$ cat config.mk
export PLATFORM = sky130hd
export DESIGN_NAME = mult_share_arbiter
export DESIGN_NICKNAME = d
export VERILOG_FILES = /design/src/rtl/mult_share_arbiter.sv
export SDC_FILE = /design/constraint.sdc
export NUM_CORES = 1
export LEC_CHECK = 0
export CAP_MARGIN = 20
export CORE_MARGIN = 2
export CORE_UTILIZATION = 30
export CTS_BUF_LIST = sky130_fd_sc_hd__clkbuf_8
export DETAILED_ROUTE_END_ITERATION = 10
export DONT_BUFFER_PORTS = 1
export MAX_ROUTING_LAYER = met4
export REMOVE_ABC_BUFFERS = 1
export SLEW_MARGIN = 15
export SYNTH_ARGS = -nofsm -noshare
export SYNTH_HDL_FRONTEND = slang
export SYNTH_SLANG_ARGS = --single-unit
$ cat constraint.sdc
create_clock -name clk -period 2.08 [get_ports clk]
set_clock_uncertainty 0.05 [all_clocks]
set_input_delay 0.416 -clock clk [delete_from_list [all_inputs] [get_ports clk]]
set_output_delay 0.416 -clock clk [all_outputs]
set_load 0.02 [all_outputs]
$ cat src/rtl/mult_share_arbiter.sv
// Round-robin arbiter sharing one sequential 8x8 signed multiplier among NREQ requesters.
// Latches the winner's operands, starts the multiplier, and returns the product with a one-cycle response.
module mult_share_arbiter #(
  parameter int NREQ    = 4,
  parameter int TIMEOUT = 64
) (
  input  logic                     clk,
  input  logic                     Resetn,
  input  logic [NREQ-1:0]          req,
  input  logic [NREQ*8-1:0]        mplier_in,
  input  logic [NREQ*8-1:0]        mcand_in,
  output logic [NREQ-1:0]          gnt,
  output logic [NREQ-1:0]          rsp_valid,
  output logic signed [17:0]       rsp_product,
  output logic                     rsp_err,
  output logic                     busy,
  output logic                     mult_start,
  output logic signed [7:0]        mult_mplier,
  output logic signed [7:0]        mult_mcand,
  input  logic                     mult_done,
  input  logic signed [17:0]       mult_product
);

  localparam int TW = $clog2(TIMEOUT + 1);
  localparam int PW = $clog2(NREQ);

  typedef enum logic [2:0] {IDLE, ISSUE, WAIT_LOW, WAIT_DONE, CAPTURE, RESP} state_t;

  state_t          state, state_nx;
  logic [PW-1:0]   ptr;
  logic [PW-1:0]   gidx;
  logic [TW-1:0]   timer;
  logic            timed_out;
  logic [PW-1:0]   cand;
  logic            sel_any;
  logic [PW-1:0]   sel_idx;
  logic [NREQ-1:0] sel_oh;
  logic [7:0]      sel_mpl;
  logic [7:0]      sel_mcd;

  function automatic logic [PW-1:0] wrap_add(input logic [PW-1:0] base, input int k);
    int s;
    s = int'(base) + k;
    if (s >= NREQ) s = s - NREQ;
    return PW'(s);
  endfunction

  // First requester at or above ptr, wrapping around.
  always_comb begin
    cand    = '0;
    sel_any = 1'b0;
    sel_idx = '0;
    for (int k = 0; k < NREQ; k++) begin
      cand = wrap_add(ptr, k);
      if (!sel_any && req[cand]) begin
        sel_any = 1'b1;
        sel_idx = cand;
      end
    end
  end

  always_comb begin
    sel_oh  = '0;
    sel_mpl = '0;
    sel_mcd = '0;
    for (int k = 0; k < NREQ; k++) begin
      if (sel_idx == PW'(k)) begin
        sel_oh[k] = 1'b1;
        sel_mpl   = mplier_in[k*8 +: 8];
        sel_mcd   = mcand_in[k*8 +: 8];
      end
    end
  end

  assign timed_out  = (timer >= TW'(TIMEOUT));
  assign mult_start = (state == ISSUE);
  assign busy       = (state != IDLE);
  assign rsp_valid  = (state == RESP) ? gnt : '0;

  // A Done still high from the previous op must drop before a new rise is accepted;
  // the timeout covers both waits so a stuck-high Done cannot hang the arbiter either.
  always_comb begin
    state_nx = state;
    case (state)
      IDLE:      if (sel_any) state_nx = ISSUE;
      ISSUE:     state_nx = WAIT_LOW;
      WAIT_LOW:  if (!mult_done) state_nx = WAIT_DONE;
                 else if (timed_out) state_nx = RESP;
      WAIT_DONE: if (mult_done) state_nx = CAPTURE;
                 else if (timed_out) state_nx = RESP;
      CAPTURE:   state_nx = RESP;
      RESP:      state_nx = IDLE;
      default:   state_nx = IDLE;
    endcase
  end

  always_ff @(posedge clk or posedge Resetn) begin
    if (Resetn) begin
      state       <= IDLE;
      gnt         <= '0;
      gidx        <= '0;
      ptr         <= '0;
      timer       <= '0;
      rsp_err     <= 1'b0;
      rsp_product <= '0;
      mult_mplier <= '0;
      mult_mcand  <= '0;
    end else begin
      state <= state_nx;
      case (state)
        IDLE: if (sel_any) begin
          gnt         <= sel_oh;
          gidx        <= sel_idx;
          mult_mplier <= sel_mpl;
          mult_mcand  <= sel_mcd;
          timer       <= '0;
        end
        WAIT_LOW, WAIT_DONE: begin
          if (!timed_out) timer <= timer + 1'b1;
          if (state_nx == RESP) begin
            rsp_err     <= 1'b1;
            rsp_product <= '0;
          end
        end
        // Done was seen last cycle; the product's final shift has landed by now.
        CAPTURE: rsp_product <= mult_product;
        RESP: begin
          gnt     <= '0;
          rsp_err <= 1'b0;
          ptr     <= wrap_add(gidx, 1);
        end
        default: ;
      endcase
    end
  end

endmodule

Word-level counts from Yosys, hierarchy flattened
Cells that the tools add are included.
- register bits after elaboration: 53
- logic and storage cells: 108
- $add $sub $neg: 10
- order comparisons: 10
- eq/ne operators: 12
- multiplexer cells: 48
- reduce and logical (&&, ||, !) cells: 19
- operators with widths (kind ; number):
    two-way mux 8 bit ; 8
    case mux 18 bit (2 select lines) ; 1
    two-way mux 18 bit ; 1
    two-way mux 2 bit ; 9
    case mux 3 bit (5 select lines) ; 1
    two-way mux 7 bit ; 2
    case mux 7 bit (2 select lines) ; 1
    two-way mux 1 bit ; 13
    >= comparator 3 bit (second input constant) ; 4
    < comparator 2 x 3 -> 1 bit (second input constant) ; 4
    two-way mux 3 bit ; 4
    subtractor 2 x 1 -> 2 bit (second input constant) ; 5
    equality test 3 bit (second input constant) ; 3
    binary-select mux 1 bit (select 2 bit) ; 4
    two-way mux 4 bit ; 2
    case mux 4 bit (2 select lines) ; 1
    AND reduction 2 bit ; 4
    nonzero test 2 bit ; 4
    adder 7 x 1 -> 7 bit (second input constant) ; 1
    >= comparator 7 bit (second input constant) ; 1
    adder 2 x 1 -> 3 bit (second input constant) ; 2
    adder 2 x 2 -> 3 bit (second input constant) ; 2
    equality test 3 x 2 -> 1 bit (second input constant) ; 2
    != test 2 bit (second input constant) ; 3
    12 further kinds ; 17

Depth between registers and ports, before layout
Gate-level depths: netlist of the first run.
- word-level depth: 19
- mapped depth: 7
- depth with buffers taken out: 5

Least setup slack after synthesis of the first run
No wires, ideal clock.
- path kind: register to register
- from: reg state[2]
- to: reg mult_mcand[1]
- setup time: 0.099 ns
- arrival time: 1.682 ns
- slack: 0.248 ns
- cell stages (with the launch flop): 7
- path buffers: 2
- clock period less this slack: 1.832 ns
- path through: dfrtp_1 > buf_2 > or3_1 > a21oi_1 > clkbuf_1 > nor2_1 > a311oi_1
- cells in the longest elaborated chain, start to end: 2
- ends and longest elaborated chain (element ; line ; RTL):
    start: declaration ; 29 ; state_t state, state_nx;
    start signal: assignment ; 109 ; state <= state_nx;
    zero test 3 bit ; 110 ; case (state)
    AND reduction 2 bit (no line) ; -- ;
    end signal: assignment ; 115 ; mult_mcand <= sel_mcd;
    end: declaration ; 19 ; output logic signed [7:0] mult_mcand,
No other way between the ends.
A chain may end at the register's enable or synchronous reset.

Worst setup path in the final report of the first run
- from: reg state[1]
- to: out rsp_valid[2]
- cells in the longest elaborated chain, start to end: 2
- ends and longest elaborated chain (element ; line ; RTL):
    equality test 3 bit ; 78 ; assign rsp_valid = (state == RESP) ? gnt : '0;
    two-way mux 4 bit ; 78 ;
    end: declaration ; 13 ; output logic [NREQ-1:0] rsp_valid,
No other way between the ends.

==> impl_summary.txt, run 1 <==
----------------------------------------------------
[Logic synthesis]
  Yosys warning total ... 0
  Xor/xnor cell area share of the yosys netlist ... 0.0157
  Avg Inst Size Synth ... 10.2 sq um
  Sequential cell area fraction in the yosys report ... 0.477
  Synth Register Bits ... 53
  Dominant combinational cell family by area after synthesis ... compound AO/OA/AOI/OAI gates
  Share of synthesized cell area in full adder, half adder and majority cells ... 0.00899
  Post-synthesis compound-gate area fraction ... 0.283
  Async set or reset register ratio after synthesis ... 1.00
  Multiplexer share of the synthesized area ... 0.00360
  Number of unique standard cell types used by synthesis ... 47
  Post-synthesis instance area ... 2780 sq um
  Gate Count Post-Synth ... 273
  EDFF count, synth ... 0
  Post-Synth Simple-Gate Area ... 0.157
  Main flop type after synthesis ... dfrtp_1

[Global route]
  Maximum number of pins on one net before global-route repair ... 42
  Layer carrying the most global-route usage ... met2
  GRT Total Usage ... 0.144
  Via count of the first global-routing pass ... 2102
  Met3 capacity usage during global routing ... 0.0355
  Number of antenna violations at the first check in global routing ... 0
  Global route total overflow ... 0
  Met1 usage ... 0.175
  Met2 routing resource usage after global routing ... 0.239
  Wire length of the first global-routing pass ... 11000 microns

[Clock network]
  TritonCTS Buffers ... 5
  Clock sinks ... 53
  Maximum root-to-sink buffer count ... 2
  Clock latency on the worst-skew pair ... 0.30 ns
  Clock Tree Root ... clkbuf_8
  Setup Buffers After CTS ... 0
  TritonCTS clock tree ... built
  Reg clk slew, reported paths ... 0.09 ns
  Htree depth ... 2

[Power and ir drop]
  Total power draw ... 4700 uW
  P_leak ... 0.00134 uW
  Pwr/cell area ... 1540 nW/um^2
  Worst voltage drop across the vdd grid ... 0.472 mV

[Worst setup path]
  Largest driver fanout on the critical path ... 9
  Worst Setup Start Kind ... flip-flop
  Required @ worst endpoint ... 1.61 ns
  Cell-by-cell trace of the critical path ... buf_4, and3b_1, and2_1
  Capturing point of the worst reg2reg path ... mult_mcand[2]$_DFFE_PP0P_
  Critical path startpoint ... state[1]$_DFF_PP0_
  Count of buffering cells on the critical path with inverters included ... 1
  Worst Setup End Kind ... output pin
  Arrival time reported for the critical path endpoint ... 1.53 ns
  Critical path capture point ... rsp_valid[2]
  Reg2reg setup slack ... 0.15 ns
  Cell class contributing the biggest share of worst-path delay ... simple AND/OR/NAND/NOR gates
  Worst reg2reg startpoint ... ptr[1]$_DFFE_PP0P_
  Startpoint-to-endpoint class of the critical path ... flip-flop to output pin
  Number of stages on the worst setup path ... 3
  Worst Reg2Reg Path Length in Cells ... 6
  Maximum single-stage delay on the critical path ... 0.39 ns
  Crit path max-delay cell type ... and3b_1

[Drt]
  Remaining DRCs ... 0
  Drt wl/cell ... 19.3 microns
  Drt via density ... 5.80
  Wire length reported by the detailed router ... 7390 microns
  Antenna-violating nets left ... 0
  Detailed Routing Iterations Pass 1 ... 4
  Total via count after detailed routing ... 2227
  Initial detailed-routing violation count ... 95

[Final layout]
  Leading cell type in the layout, fill and taps excluded ... dfrtp_1
  Synthesis-to-finish area growth ... 9.26%
  Top library cells by usage in the layout, fill and taps aside ... 52 x dfrtp_1, 27 x nand2_1, 18 x a22o_1, 18 x o31ai_1
  Net total in the final layout ... 363
  Antenna fix cells ... 0
  Fraction of final layout cells with drive strength greater than 1 ... 0.139

[Floorplan]
  Die boundary height ... 100 microns
  Top Ports ... 134
  Die boundary width ... 100 microns
  Placeable core region ... 9110 sq um
  Starting density of the core ... 0.305
  Die area ... 10100 sq um
  Total number of placement rows ... 35

[Hold path]
  Min-delay worst type ... input port to flip-flop

[STA]
  Peak Freq ... 0.501 GHz
  Final Max Tran Viols ... 0
  Hold violation count in the final report ... 0
  Period minus WS final ... 2.00 ns
  Number of setup violations in the final report ... 0
  Worst-Margin Slew ... 0.810 ns
  Relative slew margins ... 0.458
  RSZ-0062 raised after global routing ... false
  Hold Slack ... 0.202 ns
  Portion of the clock cycle consumed by the worst path in the final layout ... 0.960

[Placement]
  Final HPWL from detailed placement ... 5130 microns
  Total of buffers placed on input and output ports ... 0
  Final weighted congestion in routability-driven placement ... 0.813

[Job]
  Max-cap violations ... 0

[Run status]
  Outcome ... finished clean

----------------------------------------------------
-- routing by layer --
layer / up-vias / share of wire
li1: 1023 / -
met1: 1080 / 0.44
met2: 118 / 0.47
met3: 6 / 0.078
met4: 0 / 0.011
met5: - / 0
-- worst min-delay path by stage --
| stage | from | end | slack (ns) | depth (start not counted) |
|---|---|---|---|---|
| 2_1_floorplan | gidx[1]$_DFFE_PP0P_ | gidx[1]$_DFFE_PP0P_ | 0.42 | 2 |
| 3_3_place_gp | Resetn | rsp_product[3]$_DFFE_PP0P_ | 0.32 | 1 |
| 3_5_place_dp | Resetn | rsp_product[4]$_DFFE_PP0P_ | 0.33 | 1 |
| 4_1_cts | mult_product[0] | rsp_product[0]$_DFFE_PP0P_ | 0.19 | 1 |
| 5_1_grt | mult_product[0] | rsp_product[0]$_DFFE_PP0P_ | 0.19 | 1 |
| 6_report | mult_product[0] | rsp_product[0]$_DFFE_PP0P_ | 0.20 | 1 |
-- Yosys cell counts, types with 2 or more instances --
library cell   n  share of area
a211oi_1      15          0.040
inv_1          9          0.012
nor3_1         2         0.0036
and2_1         6          0.013
or3_1          3         0.0067
and3_1        15          0.034
o32ai_1        7          0.022
buf_6          2         0.0081
o21ai_0       11          0.020
a22o_1        18          0.057
dfrtp_1       53           0.48
nand2_1       27          0.036
nand3_1        5         0.0090
nand4_1        2         0.0045
nor2_1        12          0.016
nor2b_1        3         0.0067
buf_2         10          0.018
a21oi_1        4         0.0072
ha_1           2         0.0090
o31ai_1       18          0.049
o32ai_2        7          0.041
clkbuf_1      11          0.015
a31oi_1        2         0.0045
xor2_1         5          0.016
a21o_1         2         0.0054
-- report_power, final --
group / internal [uW] / total, uW / switching (uW) / leakage (uW)
logic: 791 / 1890 / 1100 / 0.000631
clock network: 233 / 572 / 339 / 0.0000416
registers: 1480 / 2230 / 758 / 0.000664
total: 2500 / 4700 / 2200 / 0.00134
-- state kept, by name, indices dropped and copies added (netlist names) --
name	cells
rsp_product	18
gnt	4
gidx	2
rsp_err	1
mult_mcand	8
timer	7
state	3
ptr	2
mult_mplier	8
-- cell type report --
cell class	instances	area [sq um]
Clock buffer	5	68.8
Inverter	9	33.8
Multi-Input combinational cell	187	1310
Timing Repair Buffer	16	148
Tap cell	111	139
Fill cell	932	6070
Sequential cell	53	1330
Clock inverter	3	18.8
-- logic make-up after synthesis --
logic type / count (synthesis)
buffers and inverters: 33
AOI/OAI and AO/OA: 95
DFF: 53
muxes: 1
xor gates and xnor gates: 5
and+or+nand+nor: 84
adders and majority gates: 2
-- through the flow --
stage | worst slack (ns) | instances | area [sq um] | TNS, ns | utilization
floorplan | -0.122 | 249 | 2660 | -1.88 | -
global placement | 0.0592 | 375 | 2940 | 0 | 0.323
detailed placement | -0.0100 | 375 | 2940 | -0.0100 | 0.323
CTS | 0.0300 | 384 | 3040 | 0 | 0.334
global route | 0.00842 | 384 | 3040 | 0 | 0.334
finish | 0.0827 | 384 | 3040 | 0 | 0.334
-- timing repair --
item,in CTS,in global routing
endpoints found under the hold margin,24,0
gates resized for setup,0,2
hold buffers,1,0
endpoints found under the setup margin,0,16
No activity file was read; power rests on OpenSTA's default activity.
==> run 2, diff against run 1 <==
--- a/config.mk
+++ b/config.mk
@@ -6,12 +6,15 @@
 export NUM_CORES = 1
 export LEC_CHECK = 0
 export CAP_MARGIN = 20
+export CELL_PAD_IN_SITES_DETAIL_PLACEMENT = 1
+export CELL_PAD_IN_SITES_GLOBAL_PLACEMENT = 1
 export CORE_MARGIN = 2
 export CORE_UTILIZATION = 30
 export CTS_BUF_LIST = sky130_fd_sc_hd__clkbuf_8
 export DETAILED_ROUTE_END_ITERATION = 10
 export DONT_BUFFER_PORTS = 1
 export MAX_ROUTING_LAYER = met4
+export PLACE_DENSITY_LB_ADDON = 0.1
 export REMOVE_ABC_BUFFERS = 1
 export SLEW_MARGIN = 15
 export SYNTH_ARGS = -nofsm -noshare
==> run 2 against run 1 <==
  * Count of clock-buffer cells in the layout is the same
  * First-iteration DRC count shrank 35%
  * Sequential cell count is the same
  * Maximum frequency grew 2.0%
  * Largest power group unchanged
  * Setup slack gained 0.039 ns
  * Cell count grew 0.78%
  * Critical path type is now flip-flop to flip-flop
  * Critical endpoint is now mult_mcand[2]$_DFFE_PP0P_
==> impl_summary.txt, run 2 (same netlist as run 1, synthesis figures left out) <==
----------------------------------------------------
[Placement]
  Final HPWL from detailed placement ... 5580 microns (was 5130 microns)
  Total of buffers placed on input and output ports ... 0 (unchanged)
  Final weighted congestion in routability-driven placement ... 0.783 (was 0.813)

[Floorplan]
  Top Ports ... 134 (unchanged)
  Die boundary width ... 100 microns (unchanged)
  Die area ... 10100 sq um (unchanged)
  Placeable core region ... 9110 sq um (unchanged)
  Total number of placement rows ... 35 (unchanged)
  Starting density of the core ... 0.305 (unchanged)
  Die boundary height ... 100 microns (unchanged)

[Worst setup path]
  Required @ worst endpoint ... 2.27 ns (was 1.61 ns)
  Worst Reg2Reg Path Length in Cells ... 6 (unchanged)
  Startpoint-to-endpoint class of the critical path ... flip-flop to flip-flop (was flip-flop to output pin)
  Reg2reg setup slack ... 0.12 ns (was 0.15 ns)
  Number of stages on the worst setup path ... 6 (was 3)
  Capturing point of the worst reg2reg path ... mult_mcand[2]$_DFFE_PP0P_ (unchanged)
  Cell-by-cell trace of the critical path ... mux2i_1, nor2_1, or3_1, buf_4, o32a_1, a31oi_1 (was buf_4, and3b_1, and2_1)
  Crit path max-delay cell type ... dfrtp_1 (was and3b_1)
  Largest driver fanout on the critical path ... 12 (was 9)
  Worst reg2reg startpoint ... ptr[1]$_DFFE_PP0P_ (unchanged)
  Worst Setup End Kind ... flip-flop (was output pin)
  Count of buffering cells on the critical path with inverters included ... 1 (unchanged)
  Maximum single-stage delay on the critical path ... 0.43 ns (was 0.39 ns)
  Cell class contributing the biggest share of worst-path delay ... simple AND/OR/NAND/NOR gates (unchanged)
  Arrival time reported for the critical path endpoint ... 2.15 ns (was 1.53 ns)
  Worst Setup Start Kind ... flip-flop (unchanged)

[Power and ir drop]
  Pwr/cell area ... 1550 nW/um^2 (was 1540 nW/um^2)
  Clock Power Share ... 0.132 (was 0.122)
  Worst voltage drop across the vdd grid ... 0.340 mV (was 0.472 mV)
  Total power draw ... 4740 uW (was 4700 uW)
  Int Pwr ... 2510 uW (was 2500 uW)
  Power share of the sequential group ... 0.480 (was 0.476)
  Logic gate share of total power ... 0.388 (was 0.402)
  Switching power of the nets ... 2230 uW (was 2200 uW)
  Proportion of total power due to net switching ... 0.470 (was 0.468)
  P_leak ... 0.00135 uW (was 0.00134 uW)

[Clock network]
  Clock sinks ... 53 (unchanged)
  TritonCTS clock tree ... built (unchanged)
  Setup Buffers After CTS ... 0 (unchanged)
  Htree depth ... 2 (unchanged)
  Clock latency on the worst-skew pair ... 0.31 ns (was 0.30 ns)
  Clock Tree Root ... clkbuf_8 (unchanged)
  TritonCTS Buffers ... 5 (unchanged)
  Maximum root-to-sink buffer count ... 2 (unchanged)
  Reg clk slew, reported paths ... 0.11 ns (was 0.09 ns)

[STA]
  Period minus WS final ... 1.96 ns (was 2.00 ns)
  Peak Freq ... 0.511 GHz (was 0.501 GHz)
  Relative slew margins ... 0.663 (was 0.458)
  Worst-Margin Slew ... 0.506 ns (was 0.810 ns)
  Hold violation count in the final report ... 0 (unchanged)
  Hold Slack ... 0.186 ns (was 0.202 ns)
  Sum of negative setup slack ... 0 ns (unchanged)
  Portion of the clock cycle consumed by the worst path in the final layout ... 0.941 (was 0.960)
  RSZ-0062 raised after global routing ... false (unchanged)
  Final Max Tran Viols ... 0 (unchanged)
  Number of setup violations in the final report ... 0 (unchanged)

[Global route]
  Layer carrying the most global-route usage ... met2 (unchanged)
  Number of antenna violations at the first check in global routing ... 0 (unchanged)
  Met1 usage ... 0.200 (was 0.175)
  GRT Total Usage ... 0.160 (was 0.144)
  Wire length of the first global-routing pass ... 12200 microns (was 11000 microns)
  Met3 capacity usage during global routing ... 0.0348 (was 0.0355)
  Met2 routing resource usage after global routing ... 0.264 (was 0.239)
  Maximum number of pins on one net before global-route repair ... 54 (was 42)
  Via count of the first global-routing pass ... 2210 (was 2102)
  Global route total overflow ... 0 (unchanged)

[Final layout]
  Fraction of final layout cells with drive strength greater than 1 ... 0.152 (was 0.139)
  Register name with the most flops ... rsp_product (unchanged)
  Flip-flop count of the largest register after layout ... 18 (unchanged)
  Leading cell type in the layout, fill and taps excluded ... dfrtp_1 (unchanged)
  Synthesis-to-finish area growth ... 10.2% (was 9.26%)
  Net total in the final layout ... 366 (was 363)
  Top Registers ... rsp_product (18), mult_mcand (8), mult_mplier (8) (unchanged)
  Antenna fix cells ... 0 (unchanged)
  Count of filler cells inserted in the layout ... 1047 (was 932)
  Top library cells by usage in the layout, fill and taps aside ... 53 x dfrtp_1, 27 x nand2_1, 18 x a22o_1, 18 x o31ai_1, 17 x buf_4 (was 52 x dfrtp_1, 27 x nand2_1, 18 x a22o_1, 18 x o31ai_1)

[Drt]
  Remaining DRCs ... 0 (unchanged)
  Antenna-violating nets left ... 0 (unchanged)
  Initial detailed-routing violation count ... 62 (was 95)
  Drt via density ... 5.61 (was 5.80)
  Total via count after detailed routing ... 2173 (was 2227)
  Wire length reported by the detailed router ... 7830 microns (was 7390 microns)
  Detailed Routing Iterations Pass 1 ... 4 (unchanged)
  Drt wl/cell ... 20.2 microns (was 19.3 microns)

[Hold path]
  Min-delay worst type ... input port to flip-flop (unchanged)
  Hold Crit Depth ... 1 (unchanged)
  Startpoint of the most critical hold path ... mult_product[13] (was mult_product[0])
  Capture endpoint of the worst hold path ... rsp_product[13]$_DFFE_PP0P_ (was rsp_product[0]$_DFFE_PP0P_)

[Run status]
  Outcome ... finished clean (unchanged)

[Job]
  Max-cap violations ... 0 (unchanged)

----------------------------------------------------
[run 2: how the worst max path moves through the flow]
stage,startpoint,to,slack [ns]
floorplan,state[2]$_DFF_PP0_,mult_mcand[1]$_DFFE_PP0P_,-0.12
global placement,req[2],mult_mcand[6]$_DFFE_PP0P_,0.19
detailed placement,req[0],mult_mcand[6]$_DFFE_PP0P_,0.15
CTS,state[1]$_DFF_PP0_,rsp_valid[0],0.08
global route,ptr[0]$_DFFE_PP0P_,mult_mcand[6]$_DFFE_PP0P_,0.004
finish,ptr[1]$_DFFE_PP0P_,mult_mcand[2]$_DFFE_PP0P_,0.12
[run 2: layer usage]
| metal | vias up | routed length (microns) |
|---|---|---|
| met5 | - | 0 |
| met2 | 85 | 3850 |
| li1 | 1026 | - |
| met4 | 0 | 129 |
| met3 | 9 | 443 |
| met1 | 1053 | 3410 |
[run 2: power by group through the flow]
| stage | logic, uW | clock network (uW) | registers (uW) |
|---|---|---|---|
| 2_1_floorplan | 1280 | 0 | 2190 |
| 3_3_place_gp | 1840 | 0 | 2310 |
| 3_5_place_dp | 1880 | 0 | 2310 |
| 4_1_cts | 1880 | 668 | 2290 |
| 5_1_grt | 2090 | 719 | 2350 |
| 6_report | 1840 | 625 | 2280 |
[run 2: timing repair]
| action | in CTS | in global routing |
|---|---|---|
| resized for setup | 1 | 1 |
| hold buffers | 1 | 0 |
| endpoints found under the hold margin | 53 | 0 |
| setup endpoints to repair | 2 | 3 |
[run 2: layout make-up]
class	count	area [sq um]	share of cell area
Tap cell	111	139	0.0453
Clock buffer	5	68.8	0.0224
Clock inverter	3	25.0	0.00816
Sequential cell	53	1330	0.432
Timing Repair Buffer	19	158	0.0514
Multi-Input combinational cell	187	1320	0.429
Inverter	9	33.8	0.0110
[run 2: worst register-to-register path: cells and delay by family (launching register included)]
kind	cells	cell delay [ns]
buffers and inverters	1	0.21
multiplexers	1	0.20
AO/OA/AOI/OAI	2	0.50
flip-flops	1	0.43
AND/OR/NAND/NOR	2	0.50
[run 2: metrics by stage]
step	setup WS [ns]	instance area (sq um)	std cells	utilization
after floorplan	-0.122	2660	249	-
after global placement	0.186	2950	378	0.324
after detailed placement	0.150	2950	378	0.324
after CTS	0.0764	3060	387	0.336
after global routing	0.00374	3070	387	0.337
final	0.122	3070	387	0.337
==> run 3, diff against run 2 <==
--- a/config.mk
+++ b/config.mk
@@ -9,8 +9,9 @@
 export CELL_PAD_IN_SITES_DETAIL_PLACEMENT = 1
 export CELL_PAD_IN_SITES_GLOBAL_PLACEMENT = 1
 export CORE_MARGIN = 2
-export CORE_UTILIZATION = 30
+export CORE_UTILIZATION = 45
 export CTS_BUF_LIST = sky130_fd_sc_hd__clkbuf_8
+export CTS_CLUSTER_SIZE = 25
 export DETAILED_ROUTE_END_ITERATION = 10
 export DONT_BUFFER_PORTS = 1
 export MAX_ROUTING_LAYER = met4
==> run 3 against run 2 <==
  * Non-clock buffer count down 1
  * Count of clock-buffer cells in the layout is the same
  * Global-route usage rose by 5.5 points
  * Combinational power hardly changed
  * Critical path type is now flip-flop to output pin
  * Largest power group unchanged
  * Highest routed layer unchanged
==> impl_summary.txt, run 3 (same netlist as run 1, synthesis figures left out) <==
----------------------------------------------------
[Final layout]
  Multi-input logic area ... 1300 sq um (was 1320 sq um)
  Fraction of final layout cells with drive strength greater than 1 ... 0.142 (was 0.152)
  Top library cells by usage in the layout, fill and taps aside ... 53 x dfrtp_1, 27 x nand2_1, 18 x a22o_1, 18 x o31ai_1, 16 x buf_4 (was 53 x dfrtp_1, 27 x nand2_1, 18 x a22o_1, 18 x o31ai_1, 17 x buf_4)
  Synthesis-to-finish area growth ... 7.91% (was 10.2%)
  Count of filler cells inserted in the layout ... 708 (was 1047)
  Flip-flop count of the largest register after layout ... 18 (unchanged)
  Post-Layout Inst Area ... 3000 sq um (was 3070 sq um)
  Leading cell type in the layout, fill and taps excluded ... dfrtp_1 (unchanged)
  Top Registers ... rsp_product (18), mult_mcand (8), mult_mplier (8) (unchanged)
  Antenna fix cells ... 0 (unchanged)
  Register name with the most flops ... rsp_product (unchanged)
  Finished Core Util ... 0.504 (was 0.337)
  Post-Layout Cell Count ... 350 (was 387)
  Net total in the final layout ... 365 (was 366)
  FF+latch area ... 1330 sq um (unchanged)

[Global route]
  Number of antenna violations at the first check in global routing ... 0 (unchanged)
  Maximum number of pins on one net before global-route repair ... 41 (was 54)
  Wire length of the first global-routing pass ... 10800 microns (was 12200 microns)
  Global route total overflow ... 0 (unchanged)
  GRT Total Usage ... 0.215 (was 0.160)
  Via count of the first global-routing pass ... 2179 (was 2210)

[Floorplan]
  Die boundary width ... 82.6 microns (was 100 microns)
  Placeable core region ... 5960 sq um (was 9110 sq um)
  Starting density of the core ... 0.467 (was 0.305)
  Total number of placement rows ... 28 (was 35)
  Top Ports ... 134 (unchanged)
  Die area ... 6830 sq um (was 10100 sq um)
  Die boundary height ... 82.6 microns (was 100 microns)

[Clock network]
  TritonCTS Buffers ... 5 (unchanged)
  TritonCTS clock tree ... built (unchanged)
  Clock sinks ... 53 (unchanged)
  Maximum root-to-sink buffer count ... 2 (unchanged)
  Htree depth ... 2 (unchanged)
  Post-cts repair resize count ... 0 (was 1)
  Clock Tree Root ... clkbuf_8 (unchanged)
  Clock latency on the worst-skew pair ... 0.32 ns (was 0.31 ns)
  Setup Buffers After CTS ... 0 (unchanged)
  Reg clk slew, reported paths ... 0.10 ns (was 0.11 ns)
  CTS hold repair buffers ... 1 (unchanged)

[Worst setup path]
  Worst Reg2Reg Path Length in Cells ... 6 (unchanged)
  Reg2reg setup slack ... 0.14 ns (was 0.12 ns)
  Worst reg2reg startpoint ... ptr[1]$_DFFE_PP0P_ (unchanged)
  Required @ worst endpoint ... 1.61 ns (was 2.27 ns)
  Capturing point of the worst reg2reg path ... mult_mplier[5]$_DFFE_PP0P_ (was mult_mcand[2]$_DFFE_PP0P_)
  Startpoint-to-endpoint class of the critical path ... flip-flop to output pin (was flip-flop to flip-flop)
  Worst Setup End Kind ... output pin (was flip-flop)
  Worst Setup Start Kind ... flip-flop (unchanged)
  Largest driver fanout on the critical path ... 9 (was 12)
  Arrival time reported for the critical path endpoint ... 1.55 ns (was 2.15 ns)

[STA]
  Final Max Tran Viols ... 0 (unchanged)
  Number of setup violations in the final report ... 0 (unchanged)
  Portion of the clock cycle consumed by the worst path in the final layout ... 0.967 (was 0.941)
  Period minus WS final ... 2.01 ns (was 1.96 ns)
  Worst-Margin Slew ... 0.843 ns (was 0.506 ns)
  Least setup slack across all paths after layout ... 0.0677 ns (was 0.122 ns)
  Hold violation count in the final report ... 0 (unchanged)
  RSZ-0062 raised after global routing ... false (unchanged)
  Relative slew margins ... 0.436 (was 0.663)
  Peak Freq ... 0.497 GHz (was 0.511 GHz)

[Placement]
  Final HPWL from detailed placement ... 5300 microns (was 5580 microns)
  DP Area ... 2900 sq um (was 2950 sq um)
  Final weighted congestion in routability-driven placement ... 0.835 (was 0.783)
  Total of buffers placed on input and output ports ... 0 (unchanged)
  Worst slack after detailed placement ... 0.0875 ns (was 0.150 ns)
  Cells after DPL ... 341 (was 378)

[Job]
  Max-cap violations ... 0 (unchanged)

[Hold path]
  Hold Crit Depth ... 1 (unchanged)
  Min-delay worst type ... input port to flip-flop (unchanged)
  Capture endpoint of the worst hold path ... rsp_product[17]$_DFFE_PP0P_ (was rsp_product[13]$_DFFE_PP0P_)
  Startpoint of the most critical hold path ... mult_product[17] (was mult_product[13])

[Power and ir drop]
  Pwr/cell area ... 1570 nW/um^2 (was 1550 nW/um^2)
  P_leak ... 0.00134 uW (was 0.00135 uW)
  Worst voltage drop across the vdd grid ... 0.709 mV (was 0.340 mV)

[Drt]
  Drt via density ... 6.18 (was 5.61)
  Detailed Routing Iterations Pass 1 ... 4 (unchanged)
  Wire length reported by the detailed router ... 7280 microns (was 7830 microns)
  Drt wl/cell ... 20.8 microns (was 20.2 microns)
  Initial detailed-routing violation count ... 83 (was 62)
  Total via count after detailed routing ... 2163 (was 2173)
  Remaining DRCs ... 0 (unchanged)
  Antenna-violating nets left ... 0 (unchanged)

[Run status]
  Outcome ... finished clean (unchanged)

----------------------------------------------------
[run 3: final cells by class]
cell class | count | share of cell area
Clock buffer | 5 | 0.0229
Clock inverter | 3 | 0.00875
Inverter | 9 | 0.0113
Multi-Input combinational cell | 187 | 0.434
Sequential cell | 53 | 0.442
Tap cell | 75 | 0.0313
Timing Repair Buffer | 18 | 0.0500
[run 3: through the flow]
step / hold slack (ns) / total power, uW / TNS (ns)
floorplan: 0.419 / 3470 / -1.88
global placement: 0.300 / 4060 / 0
detailed placement: 0.305 / 4130 / 0
CTS: 0.174 / 4780 / 0
global route: 0.168 / 5070 / 0
finish: 0.187 / 4720 / 0
[run 3: routing by layer]
layer | GRT usage | up-vias | wire length (microns)
li1 | - | 1018 | -
met1 | 0.253 | 1053 | 2980
met2 | 0.377 | 84 | 3770
met3 | 0.0435 | 8 | 436
met4 | 0.0557 | 0 | 88
met5 | - | - | 0
[run 3: worst max-delay path by stage]
stage	from	end	slack, ns
after detailed placement	req[2]	mult_mplier[5]$_DFFE_PP0P_	0.09
after global placement	req[2]	mult_mplier[5]$_DFFE_PP0P_	0.15
final	state[1]$_DFF_PP0_	rsp_valid[0]	0.07
after floorplan	state[2]$_DFF_PP0_	mult_mcand[1]$_DFFE_PP0P_	-0.12
after global routing	ptr[1]$_DFFE_PP0P_	mult_mplier[1]$_DFFE_PP0P_	0.006
after CTS	state[1]$_DFF_PP0_	rsp_valid[0]	0.05
[run 3: power breakdown]
part	switching (uW)	internal (uW)
Clock	375	246
Combinational	1080	786
Sequential	762	1470
Total	2210	2510
[run 3: critical path, cell delays in order, from the launching register on]
cell and delay (ns):
dfrtp_1 0.39, buf_4 0.16, and3b_1 0.38, and2_1 0.30
